### src/rtl/riscv_ctrl_pkg.sv
// Shared types and encodings for the multi-cycle RISC-V control path.
// Latency: n/a (declarations only).
// Backpressure: n/a.
package riscv_ctrl_pkg;

    // Control FSM states; 15 of the 16 4-bit codes are used.
    typedef enum logic [3:0] {
        S_FETCH,
        S_DECODE,
        S_MEMADR,
        S_MEMREAD,
        S_MEMWB,
        S_MEMWRITE,
        S_EXECR,
        S_EXECI,
        S_ALUWB,
        S_JAL,
        S_JALR1,
        S_JALR2,
        S_BRANCH,
        S_LUI,
        S_ILLEGAL
    } state_t;

    // What the ALU decoder should do for a given state.
    typedef enum logic [1:0] {
        ALU_CLS_ADD,
        ALU_CLS_R,
        ALU_CLS_I,
        ALU_CLS_BR
    } alu_class_t;

    // Opcodes (IR[6:0]).
    localparam logic [6:0] OP_LOAD   = 7'b0000011;
    localparam logic [6:0] OP_STORE  = 7'b0100011;
    localparam logic [6:0] OP_R      = 7'b0110011;
    localparam logic [6:0] OP_I      = 7'b0010011;
    localparam logic [6:0] OP_JAL    = 7'b1101111;
    localparam logic [6:0] OP_JALR   = 7'b1100111;
    localparam logic [6:0] OP_BRANCH = 7'b1100011;
    localparam logic [6:0] OP_LUI    = 7'b0110111;

    // ALUControl codes; 3'b111 is reserved and never driven.
    localparam logic [2:0] ALU_ADD  = 3'b000;
    localparam logic [2:0] ALU_SUB  = 3'b001;
    localparam logic [2:0] ALU_AND  = 3'b010;
    localparam logic [2:0] ALU_OR   = 3'b011;
    localparam logic [2:0] ALU_XOR  = 3'b100;
    localparam logic [2:0] ALU_SLT  = 3'b101;
    localparam logic [2:0] ALU_SLTU = 3'b110;

    // Immediate formats.
    localparam logic [2:0] IMM_I = 3'b000;
    localparam logic [2:0] IMM_S = 3'b001;
    localparam logic [2:0] IMM_B = 3'b010;
    localparam logic [2:0] IMM_J = 3'b011;
    localparam logic [2:0] IMM_U = 3'b100;

    // Result mux.
    localparam logic [1:0] RES_ALUOUT = 2'b00;
    localparam logic [1:0] RES_DATA   = 2'b01;
    localparam logic [1:0] RES_ALURES = 2'b10;
    localparam logic [1:0] RES_IMM    = 2'b11;

    // ALU operand A mux.
    localparam logic [1:0] SRCA_PC    = 2'b00;
    localparam logic [1:0] SRCA_OLDPC = 2'b01;
    localparam logic [1:0] SRCA_RD1   = 2'b10;

    // ALU operand B mux.
    localparam logic [1:0] SRCB_RD2  = 2'b00;
    localparam logic [1:0] SRCB_IMM  = 2'b01;
    localparam logic [1:0] SRCB_FOUR = 2'b10;

    // State-decoded control word (everything except ALUControl/ImmSrc).
    typedef struct packed {
        logic       adr_src;
        logic       mem_write;
        logic       ir_write;
        logic       reg_write;
        logic [1:0] result_src;
        logic [1:0] alu_src_a;
        logic [1:0] alu_src_b;
        logic       pc_update;
        logic       branch;
        logic       halted;
    } ctrl_t;

    // Moore decode of the control word; anything not set stays 0.
    function automatic ctrl_t ctrl_for_state(input state_t s);
        ctrl_t c;
        c = '0;
        case (s)
            S_FETCH: begin
                c.ir_write   = 1'b1;
                c.alu_src_a  = SRCA_PC;
                c.alu_src_b  = SRCB_FOUR;
                c.result_src = RES_ALURES;
                c.pc_update  = 1'b1;
            end
            S_DECODE: begin
                c.alu_src_a = SRCA_OLDPC;
                c.alu_src_b = SRCB_IMM;
            end
            S_MEMADR: begin
                c.alu_src_a = SRCA_RD1;
                c.alu_src_b = SRCB_IMM;
            end
            S_MEMREAD: begin
                c.adr_src    = 1'b1;
                c.result_src = RES_ALUOUT;
            end
            S_MEMWB: begin
                c.result_src = RES_DATA;
                c.reg_write  = 1'b1;
            end
            S_MEMWRITE: begin
                c.adr_src    = 1'b1;
                c.result_src = RES_ALUOUT;
                c.mem_write  = 1'b1;
            end
            S_EXECR: begin
                c.alu_src_a = SRCA_RD1;
                c.alu_src_b = SRCB_RD2;
            end
            S_EXECI: begin
                c.alu_src_a = SRCA_RD1;
                c.alu_src_b = SRCB_IMM;
            end
            S_ALUWB: begin
                c.result_src = RES_ALUOUT;
                c.reg_write  = 1'b1;
            end
            S_JAL, S_JALR2: begin
                c.alu_src_a  = SRCA_OLDPC;
                c.alu_src_b  = SRCB_FOUR;
                c.result_src = RES_ALUOUT;
                c.pc_update  = 1'b1;
            end
            S_JALR1: begin
                c.alu_src_a = SRCA_RD1;
                c.alu_src_b = SRCB_IMM;
            end
            S_BRANCH: begin
                c.alu_src_a  = SRCA_RD1;
                c.alu_src_b  = SRCB_RD2;
                c.result_src = RES_ALUOUT;
                c.branch     = 1'b1;
            end
            S_LUI: begin
                c.result_src = RES_IMM;
                c.reg_write  = 1'b1;
            end
            S_ILLEGAL: begin
                c.halted = 1'b1;
            end
            default: c = '0;
        endcase
        return c;
    endfunction

    // Which ALU decode a state needs; everything else is a plain ADD.
    function automatic alu_class_t alu_class_of(input state_t s);
        alu_class_t k;
        case (s)
            S_EXECR:  k = ALU_CLS_R;
            S_EXECI:  k = ALU_CLS_I;
            S_BRANCH: k = ALU_CLS_BR;
            default:  k = ALU_CLS_ADD;
        endcase
        return k;
    endfunction

endpackage

### src/rtl/alu_decoder.sv
// ALU operation select and funct-field legality check for the control FSM.
// Latency: purely combinational.
// Backpressure: none.
module alu_decoder
    import riscv_ctrl_pkg::*;
(
    input  alu_class_t  alu_class,
    input  logic [2:0]  funct3,
    input  logic        funct7_5,
    input  logic [6:0]  op,
    output logic [2:0]  alu_control,
    output logic        funct_ok
);

    // Map funct3 (and funct7[5] for R-type) onto an ALU operation.
    always_comb begin
        alu_control = ALU_ADD;
        case (alu_class)
            ALU_CLS_R, ALU_CLS_I: begin
                case (funct3)
                    3'b000:  alu_control = (alu_class == ALU_CLS_R && funct7_5) ? ALU_SUB : ALU_ADD;
                    3'b100:  alu_control = ALU_XOR;
                    3'b110:  alu_control = ALU_OR;
                    3'b111:  alu_control = ALU_AND;
                    3'b010:  alu_control = ALU_SLT;
                    3'b011:  alu_control = ALU_SLTU;
                    default: alu_control = ALU_ADD;
                endcase
            end
            ALU_CLS_BR: begin
                // beq/bne compare by subtraction; signed/unsigned less-than otherwise.
                case (funct3[2:1])
                    2'b10:   alu_control = ALU_SLT;
                    2'b11:   alu_control = ALU_SLTU;
                    default: alu_control = ALU_SUB;
                endcase
            end
            default: alu_control = ALU_ADD;
        endcase
    end

    // Legality of funct3/funct7[5] for the opcode; unknown opcodes are illegal.
    always_comb begin
        funct_ok = 1'b0;
        case (op)
            OP_LOAD, OP_STORE: funct_ok = (funct3 == 3'b010);
            OP_R:              funct_ok = (funct3 != 3'b001) && (funct3 != 3'b101) &&
                                          (!funct7_5 || funct3 == 3'b000);
            OP_I:              funct_ok = (funct3 != 3'b001) && (funct3 != 3'b101);
            OP_BRANCH:         funct_ok = (funct3 != 3'b010) && (funct3 != 3'b011);
            OP_JALR:           funct_ok = (funct3 == 3'b000);
            OP_JAL, OP_LUI:    funct_ok = 1'b1;
            default:           funct_ok = 1'b0;
        endcase
    end

endmodule

### src/rtl/multicycle_controller.sv
// Moore control FSM for the multi-cycle RISC-V datapath, with illegal-op trap and instret.
// Latency: outputs registered from next state; lw 5, sw/R/I/jal 4, jalr 5, branch/lui 3 cycles.
// Backpressure: none; the FSM advances every cycle (ILLEGAL may park until reset).
module multicycle_controller
    import riscv_ctrl_pkg::*;
#(
    parameter int CNT_W           = 32,
    parameter bit HALT_ON_ILLEGAL = 1'b1
) (
    input  logic             clk,
    input  logic             reset,
    input  logic [6:0]       op,
    input  logic [2:0]       funct3,
    input  logic [6:0]       funct7,
    input  logic             Zero,
    output logic             PCWrite,
    output logic             AdrSrc,
    output logic             MemWrite,
    output logic             IRWrite,
    output logic             RegWrite,
    output logic [1:0]       ResultSrc,
    output logic [1:0]       ALUSrcA,
    output logic [1:0]       ALUSrcB,
    output logic [2:0]       ALUControl,
    output logic [2:0]       ImmSrc,
    output logic             halted,
    output logic [CNT_W-1:0] instret
);

    state_t           state_q, state_d;
    ctrl_t            ctrl_q, ctrl_d;
    logic [2:0]       alu_ctrl_q, alu_ctrl_d;
    logic [CNT_W-1:0] instret_q, instret_d;
    logic             funct_ok;
    logic             instr_legal;
    logic             taken;
    logic             retire;

    // ALU decode is computed for the state being entered so ALUControl can be registered.
    alu_decoder u_alu_decoder (
        .alu_class   (alu_class_of(state_d)),
        .funct3      (funct3),
        .funct7_5    (funct7[5]),
        .op          (op),
        .alu_control (alu_ctrl_d),
        .funct_ok    (funct_ok)
    );

    // Bits of funct7 other than [5] must be zero for R-type; other formats ignore funct7.
    assign instr_legal = funct_ok &&
                         ((op != OP_R) || (funct7[6] == 1'b0 && funct7[4:0] == 5'b00000));

    // Next-state logic.
    always_comb begin
        state_d = state_q;
        case (state_q)
            S_FETCH:  state_d = S_DECODE;
            S_DECODE: begin
                if (!instr_legal) begin
                    state_d = S_ILLEGAL;
                end else begin
                    case (op)
                        OP_LOAD, OP_STORE: state_d = S_MEMADR;
                        OP_R:              state_d = S_EXECR;
                        OP_I:              state_d = S_EXECI;
                        OP_JAL:            state_d = S_JAL;
                        OP_JALR:           state_d = S_JALR1;
                        OP_BRANCH:         state_d = S_BRANCH;
                        OP_LUI:            state_d = S_LUI;
                        default:           state_d = S_ILLEGAL;
                    endcase
                end
            end
            S_MEMADR:   state_d = (op == OP_STORE) ? S_MEMWRITE : S_MEMREAD;
            S_MEMREAD:  state_d = S_MEMWB;
            S_MEMWB:    state_d = S_FETCH;
            S_MEMWRITE: state_d = S_FETCH;
            S_EXECR:    state_d = S_ALUWB;
            S_EXECI:    state_d = S_ALUWB;
            S_ALUWB:    state_d = S_FETCH;
            S_JAL:      state_d = S_ALUWB;
            S_JALR1:    state_d = S_JALR2;
            S_JALR2:    state_d = S_ALUWB;
            S_BRANCH:   state_d = S_FETCH;
            S_LUI:      state_d = S_FETCH;
            S_ILLEGAL:  state_d = HALT_ON_ILLEGAL ? S_ILLEGAL : S_FETCH;
            default:    state_d = S_FETCH;
        endcase
    end

    // Control word for the upcoming state, plus retire counting on each instruction's last cycle.
    always_comb begin
        ctrl_d    = ctrl_for_state(state_d);
        retire    = state_q inside {S_MEMWB, S_MEMWRITE, S_ALUWB, S_BRANCH, S_LUI};
        instret_d = instret_q;
        if (retire) begin
            instret_d = instret_q + CNT_W'(1);
        end
    end

    // State, registered outputs and retired-instruction counter.
    always_ff @(posedge clk) begin
        if (reset) begin
            state_q    <= S_FETCH;
            ctrl_q     <= ctrl_for_state(S_FETCH);
            alu_ctrl_q <= ALU_ADD;
            instret_q  <= '0;
        end else begin
            state_q    <= state_d;
            ctrl_q     <= ctrl_d;
            alu_ctrl_q <= alu_ctrl_d;
            instret_q  <= instret_d;
        end
    end

    // Branch resolution: beq/bne look at Zero directly, slt-based compares at its inverse.
    always_comb begin
        if (funct3[2]) begin
            taken = (~Zero) ^ funct3[0];
        end else begin
            taken = Zero ^ funct3[0];
        end
    end

    // Immediate format follows the opcode in every state.
    always_comb begin
        case (op)
            OP_STORE:  ImmSrc = IMM_S;
            OP_BRANCH: ImmSrc = IMM_B;
            OP_JAL:    ImmSrc = IMM_J;
            OP_LUI:    ImmSrc = IMM_U;
            default:   ImmSrc = IMM_I;
        endcase
    end

    assign PCWrite    = ctrl_q.pc_update | (ctrl_q.branch & taken);
    assign AdrSrc     = ctrl_q.adr_src;
    assign MemWrite   = ctrl_q.mem_write;
    assign IRWrite    = ctrl_q.ir_write;
    assign RegWrite   = ctrl_q.reg_write;
    assign ResultSrc  = ctrl_q.result_src;
    assign ALUSrcA    = ctrl_q.alu_src_a;
    assign ALUSrcB    = ctrl_q.alu_src_b;
    assign ALUControl = alu_ctrl_q;
    assign halted     = ctrl_q.halted;
    assign instret    = instret_q;

endmodule

### config.mk
export PLATFORM = sky130hd
export DESIGN_NAME = multicycle_controller
export DESIGN_NICKNAME = d
export VERILOG_FILES = /design/src/rtl/riscv_ctrl_pkg.sv /design/src/rtl/alu_decoder.sv /design/src/rtl/multicycle_controller.sv
export SDC_FILE = /design/constraint.sdc
export NUM_CORES = 1
export LEC_CHECK = 0
export ABC_AREA = 1
export CAP_MARGIN = 20
export CORE_MARGIN = 5
export CORE_UTILIZATION = 50
export DETAILED_ROUTE_END_ITERATION = 16
export PLACE_DENSITY = 0.88
export SYNTH_ARGS = -nofsm -noshare
export SYNTH_HDL_FRONTEND = slang
export SYNTH_SLANG_ARGS = --single-unit
### constraint.sdc
create_clock -name clk -period 2.85 [get_ports clk]
set_clock_uncertainty 0.1 [all_clocks]
set_input_delay 0.4275 -clock clk [delete_from_list [all_inputs] [get_ports clk]]
set_output_delay 0.4275 -clock clk [all_outputs]
set_load 0.01 [all_outputs]
After elaboration in Yosys (flattened, before gate mapping)
Index checks and enable logic that the tools add are counted.

cells by class
  add/sub/neg operators = 1
  $mul = 0
  divide/modulo/power cells = 0
  order comparisons = 0
  eq/ne operators = 51
  shift operators = 0
  multiplexer cells = 21
  bitwise operators = 6
  reduce and logical (&&, ||, !) cells = 24

operators by type and width
  kind                     number
  $eq A4 B4 Y1 const B     14
  $pmux W4 S7              2
  $add A32 B1 Y32 const B  1
  $eq A4 B3 Y1 const B     8
  $eq A7 B6 Y1 const B     3
  $eq A7 B7 Y1 const B     3
  $pmux W4 S5              1
  $pmux W3 S6              1
  $eq A4 B2 Y1 const B     4
  $pmux W2 S3              2
  $pmux W3 S2              2
  $pmux W3 S4              1
  $reduce_or A2 Y1         6
  $eq A3 B3 Y1 const B     3
  $mux W1                  9
  $reduce_or A3 Y1         3
  $eq A2 B2 Y1 const B     4
  $eq A4 B1 Y1 const B     2
  $logic_not A4 Y1         2
  $eq A7 B2 Y1 const B     1
  $eq A7 B5 Y1 const B     1
  $ne A7 B6 Y1 const B     1
  $eq A3 B2 Y1 const B     2
  $logic_and A1 B1 Y1      6
  other kinds (17)         21

storage, ports and cells
  register bits after elaboration = 52
  latch bits = 0
  memory bits (writable) = 0
  bits in read-only memories = 0
  bits of input ports = 20
  output and inout port bits = 50
  logic and storage cells = 116
  memories kept = 0

Longest topological paths before layout
Gate-level depths: netlist (run 1).

  depth after elaboration = 14
  depth in mapped cells = 19
  depth with buffers taken out = 19

Hierarchy
Synthesis (run 1) repeated with hierarchy kept, for this count alone.

unflattened totals
  cell total of the unflattened synthesis = 454
  area, all modules = 3052.9 um^2

modules (own cells, without submodules)
  module                 times used  cells an instance  area each (um^2)
  multicycle_controller  1           398                2798.9
  alu_decoder            1           56                 254.0

Worst setup path before layout (run 1)
OpenSTA, ideal clock, no wires.

  path kind = input to register
  from = input op[1]
  to = register alu_ctrl_q[1], in the netlist ALUControl[1]
  setup time = 0.115 ns
  arrival time = 2.149 ns
  path slack = 0.487 ns
  stages = 17
  path buffers = 0
  cells stage by stage = nand2_2 > nor2_1 > nand2_4 > nand2_2 > nor2_2 > nand3_2 > nand3_1 > nand2_1 > nand2_2 > inv_2 > nand3_1 > nand2_1 > inv_1 > ha_1 > inv_1 > nand2_1 > a2111oi_0

on the way
  longest elaborated chain between the ends = 11

RTL lines
  element                                              RTL line                                        RTL
  from (decl)                                          multicycle_controller.sv:12                     input logic [6:0] op,
  $eq A7 B7 Y1, or another cell as far along           alu_decoder.sv:45, multicycle_controller.sv:62
  $reduce_or A2 Y1 (on tied branches)                  alu_decoder.sv:45, multicycle_controller.sv:62
  $pmux W1 S6                                          alu_decoder.sv:45                               case (op)
  $logic_and A1 B1 Y1                                  multicycle_controller.sv:50                     assign instr_legal = funct_ok &&
  $mux W4                                              multicycle_controller.sv:59                     if (!instr_legal) begin
  $pmux W4 S7 (*)                                      multicycle_controller.sv:56                     case (state_q)
  $eq A4 B4 Y1 / $eq A4 B3 Y1 (equally long branches)  riscv_ctrl_pkg.sv:165                           case (s)
  $pmux W2 S3 (*)                                      riscv_ctrl_pkg.sv:165
  $eq A2 B2 Y1 / $eq A2 B1 Y1 (equally long branches)  alu_decoder.sv:18                               case (alu_class)
  $reduce_or A2 Y1                                     alu_decoder.sv:18
  $pmux W3 S2 (*)                                      alu_decoder.sv:18
  to (signal assigned)                                 multicycle_controller.sv:111                    alu_ctrl_q <= alu_ctrl_d;
  to (decl)                                            multicycle_controller.sv:32                     logic [2:0] alu_ctrl_q, alu_ctrl_d;

Every way passes the cells marked *; elsewhere a longest branch is shown, timed or not.
A chain may end at the register's enable or synchronous reset.

Worst setup path in the final report (run 1)
  from = input funct3[2]
  to = output PCWrite

on the way
  longest elaborated chain between the ends = 3

RTL lines
  element        RTL line                      RTL
  from (decl)    multicycle_controller.sv:13   input logic [2:0] funct3,
  $mux W1        multicycle_controller.sv:118  if (funct3[2]) begin
  $and A1 B1 Y1  multicycle_controller.sv:136  assign PCWrite = ctrl_q.pc_update | (ctrl_q.branch & taken);
  $or A1 B1 Y1   multicycle_controller.sv:136
  to (decl)      multicycle_controller.sv:16   output logic PCWrite,

Every way passes these cells.

==> metrics.txt, run 1 <==
outcome completed; unique cell type count in the Yosys netlist 41; Fin. Hold Viols 0; Post-CTS Hold Buffers 0; DRC 0; I/O Buffers 69; Max VDD drop 0.000380 V; Post-Layout Inst Area 0.00396 mm²; Initial Utilization 0.505; Critical Path Source Type input pin; Filler cells 467; total track usage 0.204; endpoints failing setup 0; GR Overflow Total 0; H-tree depth 2; post-DP HPWL 5770 µm; die area 0.00751 mm²; CTS max path bufs 2; Pwr Density between 600 and 700 mW/mm²; Inst Count DP roughly 570; Core Area 0.00582 mm²; final period utilization 0.951; initial antenna violation count 0; later-pin clock latency in the skew report 310 ps; Pleak 1.61 nW; Area growth, synth to finish 34.8%; CP endpoint kind primary output; TritonCTS clock tree yes; # IOs 70; 1st-pass router iterations 4; diode count 0; NumNets Final 529; Layout Cells excl Fill 581; largest net degree at the start of global routing 28; CTS Sinks 52; Max Cap Viol 0; Synth Register Bits 52; Area after DPL approximately 0.0038 mm²; Critical Path Most Common Cell clkdlybuf4s50_1; CP required 2320 ps; final wirelength 7520 µm; clock tree root driver cell clkbuf_8; CP max stage cell clkdlybuf4s50_1; First DRT Iteration DRCs 173; Seq/Total Area, Yosys 0.354; Post-synth ARST share 0; Routed Antenna Nets 0; DR vias/cell 5.13; syn_nets 440; worst hold path type flop to flop; CP bufs+invs 3; CP top delay family buffers and inverters; CP Cell Sequence clkdlybuf4s50_1 -> buf_4 -> xor2_1 -> or2_2 -> a31o_2 -> clkdlybuf4s50_1; Worst-path clk slew 100 ps; Rel. slew slack 0.539; Post-synth EDFFs 0; fin. max-slew vios 0; YS warnings 0; top_reg_cell synth dfxtp_1; routed vias ~3000; crit path DAT 2180 ps; fmax 0.369 GHz; layout cell share with drive strength beyond 1 0.174; vias in the first global route 2871; DIE HEIGHT about 87 µm; gpl congestion 0.892; synthesized cell area between 0.002 and 0.003 mm²; die width 86.7 µm; Worst-Margin Slew ~690 ps; Mapped Cells 416; WL/cell 12.9 µm; Avg Cell Area, Syn between 7 and 8 µm²; CP max FO 3; Crit Path Class input pin to primary output; Critical Path Max Stage Delay 480 ps; global-route wire length before repair around 13000 µm; CTS Buf Count 5; min cycle time layout 2710 ps; num rows 28
## cells by family (layout without fill, tap and decap cells)
| kind of cell | count (synthesis) | after routing | synth area share |
|---|---|---|---|
| adders and majority gates | 4 | 4 | 0.0170 |
| DFF | 52 | 52 | 0.354 |
| AOI/OAI and AO/OA | 51 | 51 | 0.0983 |
| buffers and inverters | 74 | 164 | 0.103 |
| and+or+nand+nor | 224 | 224 | 0.395 |
| xor gates and xnor gates | 11 | 11 | 0.0328 |
## tightest hold or removal path: cells and delay by family (launching register included)
family,cells,cell delay (ps)
AOI/OAI and AO/OA,1,50
buffers and inverters,1,70
DFF,1,340
## final timing paths
check	from	end	slack, ps	depth (start not counted)
worst max-delay path	funct3[2]	PCWrite	140	6
worst max register to register	state_q[0]$_SDFF_PP0_	ALUControl[1]$_SDFF_PP0_	370	13
worst min-delay path	instret[30]$_SDFFE_PP0P_	instret[30]$_SDFFE_PP0P_	400	2
worst min register to register	instret[30]$_SDFFE_PP0P_	instret[30]$_SDFFE_PP0P_	400	2
## power breakdown
part           switching, mW  leakage, nW  internal [mW]
Sequential            0.0862        0.422          0.833
Combinational          0.645         1.14          0.542
Clock                  0.253       0.0445          0.175
Total                  0.985         1.61           1.55
## cell usage in the layout, fill, tap and decap left out, types with 8 or more instances in the layout
| master | instances |
|---|---|
| nand2_1 | 66 |
| clkdlybuf4s50_1 | 66 |
| dfxtp_1 | 52 |
| inv_1 | 51 |
| nor2_1 | 51 |
| nand3_1 | 34 |
| buf_4 | 24 |
| a21oi_1 | 19 |
| o21ai_0 | 18 |
| nor3_1 | 18 |
| nand2_2 | 9 |
| inv_2 | 9 |
| nor2_2 | 8 |
## routing by layer
metal / GRT usage / routed length (µm) / vias to the layer above
li1: - / - / 1521
met1: 0.260 / 3320 / 1353
met2: 0.348 / 3640 / 94
met3: 0.0437 / 468 / 10
met4: 0.0552 / 88 / 0
met5: 0 / 0 / -
## state kept, by name, indices dropped and copies added (netlist names)
| signal | cells |
|---|---|
| instret | 32 |
| state_q | 4 |
| ALUControl | 3 |
| ALUSrcA | 2 |
| ALUSrcB | 2 |
| ResultSrc | 2 |
| ctrl_q | 2 |
| AdrSrc | 1 |
| IRWrite | 1 |
| MemWrite | 1 |
| RegWrite | 1 |
| halted | 1 |
## timing repair
item	in CTS	in global routing
endpoints found under the setup margin	0	2
buffers inserted	0	0
resized for setup	0	11
## cell type report
cell class / instances / area (µm²) / area share
well taps: 75 / 93.8 / 0.0237
repair buffers: 93 / 878 / 0.222
inverters: 63 / 239 / 0.0603
multi-input cells: 290 / 1620 / 0.409
clock inverters: 3 / 21.3 / 0.00537
flip-flops and latches: 52 / 1040 / 0.263
clock buffers: 5 / 68.8 / 0.0174
## cell usage after synthesis (8+ instances only)
cell,number,share of area
a21oi_1,19,0.032
dfxtp_1,52,0.35
inv_1,52,0.066
inv_2,8,0.010
nand2_1,66,0.084
nand2_2,10,0.021
nand3_1,34,0.058
nor2_1,54,0.069
nor3_1,18,0.031
o21ai_0,18,0.031
## metrics by stage
stage                      util  worst slack, ps  hold slack, ps  power [mW]  setup TNS (ps)
after floorplan               -              487             395        1.63               0
after global placement    0.660             -124             371        2.07            -131
after detailed placement  0.660             -297             384        2.10            -480
after CTS                 0.676             27.5             399        2.53               0
after global routing      0.681            -52.1             433        2.71           -75.9
final                     0.681              141             397        2.53               0
No activity file was read; power rests on OpenSTA's default activity.
==> run 2: changes to the inputs <==
HOLD_SLACK_MARGIN = 0.06   (was not set)
==> results of run 2 <==
Same layout as run 1: the final DEF is identical, and so are final timing and power.
==> run 3: changes to the inputs <==
CTS_CLUSTER_DIAMETER = 120   (was not set)
==> results of run 3 <==
Same layout as run 1: the final DEF is identical, and so are final timing and power.
